### src/rtl/fir4_pkg.sv
// Shared defaults and types for the time-multiplexed 4-tap FIR channel scheduler.
package fir4_pkg;

  localparam int unsigned DefW   = 16;
  localparam int unsigned DefNch = 4;
  localparam int unsigned DefChW = $clog2(DefNch);

  // Four unsigned W-bit terms need two extra bits to sum without wrapping.
  function automatic int unsigned sum_width(input int unsigned w);
    return w + 2;
  endfunction

  typedef struct packed {
    logic [DefW-1:0] h0;
    logic [DefW-1:0] h1;
    logic [DefW-1:0] h2;
  } hist_t;

  typedef logic [DefChW-1:0] chid_t;

endpackage

### src/rtl/fir4_rr_arb.sv
// Combinational round-robin arbiter: first requester after i_ptr (modulo NCH) wins.
module fir4_rr_arb #(
  parameter  int unsigned NCH  = 4,
  localparam int unsigned CH_W = $clog2(NCH)
) (
  input  logic [NCH-1:0]  i_req,
  input  logic [CH_W-1:0] i_ptr,
  output logic [NCH-1:0]  o_gnt,
  output logic [CH_W-1:0] o_gnt_id,
  output logic            o_any
);

  logic            w_found;
  logic [CH_W-1:0] w_idx;

  always_comb begin
    o_gnt    = '0;
    o_gnt_id = '0;
    w_found  = 1'b0;
    w_idx    = '0;
    for (int unsigned i = 1; i <= NCH; i++) begin
      w_idx = CH_W'((32'(i_ptr) + i) % NCH);
      if (!w_found && i_req[w_idx]) begin
        w_found      = 1'b1;
        o_gnt[w_idx] = 1'b1;
        o_gnt_id     = w_idx;
      end
    end
  end

  assign o_any = |i_req;

endmodule

### src/rtl/fir4_chan_sched.sv
// Four-tap unit-coefficient FIR shared across NCH channels: round-robin input pick,
// per-channel history, operand stage and a sum/output stage under one valid/ready enable.
module fir4_chan_sched
  import fir4_pkg::*;
#(
  parameter  int unsigned W    = DefW,
  parameter  int unsigned NCH  = DefNch,
  localparam int unsigned CH_W = $clog2(NCH),
  localparam int unsigned SW   = sum_width(W)
) (
  input  logic             clk,
  input  logic             reset,
  input  logic [NCH-1:0]   in_valid,
  input  logic [NCH*W-1:0] in_data,
  output logic [NCH-1:0]   in_ready,
  input  logic             clr,
  input  logic [CH_W-1:0]  clr_ch,
  output logic             out_valid,
  input  logic             out_ready,
  output logic [SW-1:0]    out_data,
  output logic [CH_W-1:0]  out_ch,
  output logic             busy
);

  logic [CH_W-1:0] r_ptr;
  logic [W-1:0]    r_h0 [NCH];
  logic [W-1:0]    r_h1 [NCH];
  logic [W-1:0]    r_h2 [NCH];

  logic            r_s1_valid;
  logic [W-1:0]    r_s1_x;
  logic [W-1:0]    r_s1_a;
  logic [W-1:0]    r_s1_b;
  logic [W-1:0]    r_s1_c;
  logic [CH_W-1:0] r_s1_ch;

  logic            r_out_valid;
  logic [SW-1:0]   r_out_data;
  logic [CH_W-1:0] r_out_ch;

  logic            w_en;
  logic [NCH-1:0]  w_gnt;
  logic [CH_W-1:0] w_gnt_id;
  logic            w_any;
  logic            w_acc;
  logic            w_clr_hit;
  logic [W-1:0]    w_x;
  logic [W-1:0]    w_h0;
  logic [W-1:0]    w_h1;
  logic [W-1:0]    w_h2;
  logic [SW-1:0]   w_sum;

  fir4_rr_arb #(
    .NCH(NCH)
  ) u_arb (
    .i_req   (in_valid),
    .i_ptr   (r_ptr),
    .o_gnt   (w_gnt),
    .o_gnt_id(w_gnt_id),
    .o_any   (w_any)
  );

  assign w_en     = ~r_out_valid | out_ready;
  assign in_ready = (w_en && w_any && !reset) ? w_gnt : '0;
  assign w_acc    = |(in_valid & in_ready);
  assign w_x      = in_data[32'(w_gnt_id)*W +: W];

  // A clear aimed at the granted channel wins over its stored history.
  assign w_clr_hit = clr && (clr_ch == w_gnt_id);
  assign w_h0      = w_clr_hit ? '0 : r_h0[w_gnt_id];
  assign w_h1      = w_clr_hit ? '0 : r_h1[w_gnt_id];
  assign w_h2      = w_clr_hit ? '0 : r_h2[w_gnt_id];

  assign w_sum = SW'(r_s1_x) + SW'(r_s1_a) + SW'(r_s1_b) + SW'(r_s1_c);

  always_ff @(posedge clk) begin
    if (reset) begin
      r_ptr <= CH_W'(NCH - 1);
      for (int k = 0; k < NCH; k++) begin
        r_h0[k] <= '0;
        r_h1[k] <= '0;
        r_h2[k] <= '0;
      end
      r_s1_valid  <= 1'b0;
      r_s1_x      <= '0;
      r_s1_a      <= '0;
      r_s1_b      <= '0;
      r_s1_c      <= '0;
      r_s1_ch     <= '0;
      r_out_valid <= 1'b0;
      r_out_data  <= '0;
      r_out_ch    <= '0;
    end else begin
      // Clear first; the accept below overrides the same channel's entries afterwards.
      for (int k = 0; k < NCH; k++) begin
        if (clr && (clr_ch == CH_W'(k))) begin
          r_h0[k] <= '0;
          r_h1[k] <= '0;
          r_h2[k] <= '0;
        end
      end
      if (w_acc) begin
        r_h0[w_gnt_id] <= w_x;
        r_h1[w_gnt_id] <= w_h0;
        r_h2[w_gnt_id] <= w_h1;
        r_ptr          <= w_gnt_id;
      end
      if (w_en) begin
        r_s1_valid <= w_acc;
        if (w_acc) begin
          r_s1_x  <= w_x;
          r_s1_a  <= w_h0;
          r_s1_b  <= w_h1;
          r_s1_c  <= w_h2;
          r_s1_ch <= w_gnt_id;
        end
        r_out_valid <= r_s1_valid;
        r_out_data  <= w_sum;
        r_out_ch    <= r_s1_ch;
      end
    end
  end

  assign out_valid = r_out_valid;
  assign out_data  = r_out_data;
  assign out_ch    = r_out_ch;
  assign busy      = r_s1_valid | r_out_valid;

endmodule

### config.mk
export PLATFORM = sky130hd
export DESIGN_NAME = fir4_chan_sched
export DESIGN_NICKNAME = d
export VERILOG_FILES = /design/src/rtl/fir4_pkg.sv /design/src/rtl/fir4_rr_arb.sv /design/src/rtl/fir4_chan_sched.sv
export SDC_FILE = /design/constraint.sdc
export NUM_CORES = 1
export LEC_CHECK = 0
export ABC_AREA = 1
export CORE_UTILIZATION = 60
export DETAILED_ROUTE_END_ITERATION = 16
export GPL_ROUTABILITY_DRIVEN = 0
export GPL_TIMING_DRIVEN = 0
export HOLD_SLACK_MARGIN = 0.05
export PLACE_DENSITY = 0.77
export SLEW_MARGIN = 20
export SYNTH_ARGS = -nofsm -noshare
export SYNTH_HDL_FRONTEND = slang
export SYNTH_SLANG_ARGS = --single-unit
### constraint.sdc
create_clock -name clk -period 5.3 [get_ports clk]
set_clock_uncertainty 0.2 [all_clocks]
set_input_delay 1.06 -clock clk [delete_from_list [all_inputs] [get_ports clk]]
set_output_delay 1.06 -clock clk [all_outputs]
set_load 0.01 [all_outputs]
==> summary.txt <==
Clock network
  – Root buf cell: clkbuf_16
  – CTS tree: built
  – Post-CTS Setup Inserts: 0
  – Clock Latency Late Sink: 0.56 ns
  – Clock-pin transition on the worst setup and hold timing paths: 0.06 ns
  – CTS resizes: 0
  – Post-CTS Hold Buffers: 0
  – H-tree levels: 1
  – Clock Sinks: 282
  – Worst-case clock buffer depth: 3
  – CTS Buf Count: 29

Floorplanning
  – Initial Utilization: 0.6088
  – Die Y: 158.9 um
  – Rows: 57
  – Die extent in x: 158.9 um
  – I/O Pins: 100
  – Die area: 0.02524 mm^2
  – Core Box Area: 0.02425 mm^2

Global route
  – Largest net degree at the start of global routing: 37
  – Vias in the first global route: 11960
  – Most used routing layer: met2
  – First-pass GRT wire length: 63390 um
  – M3 GR Usage: 0.04937
  – Total global-route track usage: 0.3264
  – Global-route met1 utilization: 0.4226
  – Grt ovf: 0
  – GR Util met2: 0.5361
  – Initial antenna violation count: 2

Logic synthesis
  – Post-synth EDFFs: 192
  – Area leader, netlist: edfxtp_1
  – Register bit total from synthesis: 282
  – Share of the synthesized area in the top cell type: 0.3905
  – Syn_area_per_cell: 8.156 um^2
  – Synth Warn #: 0
  – Async SR Flop Fraction: 0
  – Seq/Total Area, Yosys: 0.5126
  – Syn Nets: 1941
  – Count leader, synth: nand2_1
  – Post-synth top flop: edfxtp_1
  – Synth top cells by count: 645 x nand2_1, 276 x nor2_1, 192 x edfxtp_1
  – Gate count of the mapped netlist: 1810
  – Area of the mapped netlist: 0.01476 mm^2
  – Cell variety after synth: 37
  – Ranking of synthesized cells by area: edfxtp_1 39%, nand2_1 16%, dfxtp_1 12%, nor2_1 7.0%, fa_1 4.3%

Critical path
  – Kind of critical path: flop to primary output
  – Crit path max-delay family: buffers and inverters
  – WP buf/inv: 4
  – Slowest-stage cell, CP: dfxtp_1
  – Crit path required time: 4.04 ns
  – Worst-path maximum fanout: 10
  – CP peak stage delay: 0.55 ns
  – Startpoint types: flop
  – Critical path, cell by cell: inv_1 > ha_1 > inv_1 > nand2_4 > nand2_4 > nor2_8 > nand2_2 > nor2_1 > nand2_1 > nand2_1 > nand2_1 > inv_1 > clkdlybuf4s50_1
  – Data arrival, critical path: 3.31 ns
  – CP endpoint kind: primary output

Timing
  – RSZ-0062 raised after global routing: false
  – Max-slew headroom: 0.3005
  – Slew Viols, Final: 0
  – Finish-stage setup viols: 0
  – Fmax: 218.8 MHz
  – Fin crit period: 4.571 ns
  – PnR worst setup slack: 0.7291 ns
  – Worst-Margin Slew: 1.049 ns
  – Final Cycle Share: 0.8624
  – Count of final hold-check violations: 0

Job
  – Number of max-cap violations: 0

Detailed routing
  – DRT iter0 DRCs: 1219
  – Routed WL: 40900 um
  – Vias/cell: 5.498
  – DR WL/cell: 17.84 um
  – DR pass1 iterations: 6
  – # DRC: 0
  – Post-route ant nets: 0
  – Via Count: 12600

Placed design
  – Place WS: 0.6021 ns
  – Area after DPL: 0.01629 mm^2
  – Post-DP HPWL: 29730 um
  – # port buffers: 99
  – Placed cells: 2237

Finish
  – Non-filler instance count after layout: 2292
  – Footprint of the multi-input gates: 0.006160 mm^2
  – Synth-to-Final Area Change: 16.30%
  – Nets: 2075
  – FF+latch area: 0.007567 mm^2
  – Filler cell count: 1906
  – Share of cells above drive strength 1: 0.07473
  – Cell area after layout: 0.01717 mm^2

Worst hold path
  – Worst min path class: flop to flop

Run status
  – Status: complete, no violations
==> metal layers <==
metal / vias to the layer above / wire length [um]
li1: 6037 / -
met1: 5679 / 15540
met2: 752 / 19200
met3: 132 / 4134
met4: 2 / 2008
met5: - / 13
==> worst paths after layout <==
path	cells after the start	start	end	slack, ns
setup reg to reg	17	r_ptr[1]$_SDFFE_PP1P_	r_h0[1][5]$_SDFFCE_PN0P_	0.97
hold reg to reg	2	r_s1_valid$_SDFFE_PP0N_	r_s1_valid$_SDFFE_PP0N_	0.27
setup / recovery	13	r_ptr[1]$_SDFFE_PP1P_	in_ready[2]	0.73
hold / removal	2	r_s1_valid$_SDFFE_PP0N_	r_s1_valid$_SDFFE_PP0N_	0.27
==> final cells by class <==
cell class | count | area share
Sequential cell | 282 | 0.4408
Tap cell | 324 | 0.02361
Timing Repair Buffer | 103 | 0.06238
Buffer | 96 | 0.02915
Clock inverter | 13 | 0.005174
Clock buffer | 41 | 0.04591
Inverter | 156 | 0.03411
Multi-Input combinational cell | 1276 | 0.3588
Antenna cell | 1 | 0.0001458
==> worst register-to-register path, delay by kind of cell, from the launching register on <==
| kind | cells | cell delay, ns |
|---|---|---|
| adders and majority gates | 1 | 0.41 |
| buffers and inverters | 6 | 1.26 |
| DFF | 1 | 0.55 |
| and+or+nand+nor | 10 | 1.57 |
==> cell families (layout without fill, tap and decap cells) <==
kind of cell	count (synthesis)	in the layout	share of synthesized area
AOI/OAI and AO/OA	172	172	0.06289
xor gates and xnor gates	7	7	0.004153
adders and majority gates	57	57	0.06458
buffers and inverters	252	409	0.07357
DFF	282	282	0.5126
other	0	1	0
and+or+nand+nor	1040	1040	0.2822
==> per-stage QoR <==
stage | TNS (ns) | utilization | hold WS (ns)
6_report | 0 | 0.7081 | 0.2674
5_1_grt | 0 | 0.7079 | 0.2811
4_1_cts | 0 | 0.7079 | 0.2655
3_5_place_dp | 0 | 0.6718 | 0.2565
3_3_place_gp | -238.19 | 0.6664 | 0.2523
2_1_floorplan | 0 | - | 0.2422
==> layout by cell type (no fill, tap or decap), types with 4 or more instances in the layout <==
cell type	count
nand2_1	645
nor2_1	276
edfxtp_1	192
inv_1	133
clkdlybuf4s50_1	99
dfxtp_1	90
a21oi_1	79
nand3_1	75
o21ai_0	67
clkbuf_1	45
fa_1	32
buf_2	31
clkbuf_16	29
ha_1	25
inv_2	22
buf_4	13
nand3b_1	11
nand2_2	8
buf_6	7
o211ai_1	7
a21boi_0	6
o21bai_1	6
clkbuf_2	6
nand3_2	5
buf_1	5
clkinv_1	5
clkinv_2	5
nand4_1	4
nand3_4	4
xor2_1	4
buf_12	4
==> state kept, by name, indices dropped and copies added, names as in the netlist <==
| name | cells |
|---|---|
| r_h1 | 64 |
| r_ptr | 2 |
| out_valid | 1 |
| r_s1_a | 16 |
| r_s1_ch | 2 |
| r_s1_valid | 1 |
| r_s1_b | 16 |
| r_h0 | 64 |
| r_h2 | 64 |
| r_s1_c | 16 |
| r_s1_x | 16 |
| out_ch | 2 |
| out_data | 18 |
Power is left out: the tool's default activity adds up to more than one toggle a clock period on the data nets, which glitch-free logic cannot reach.
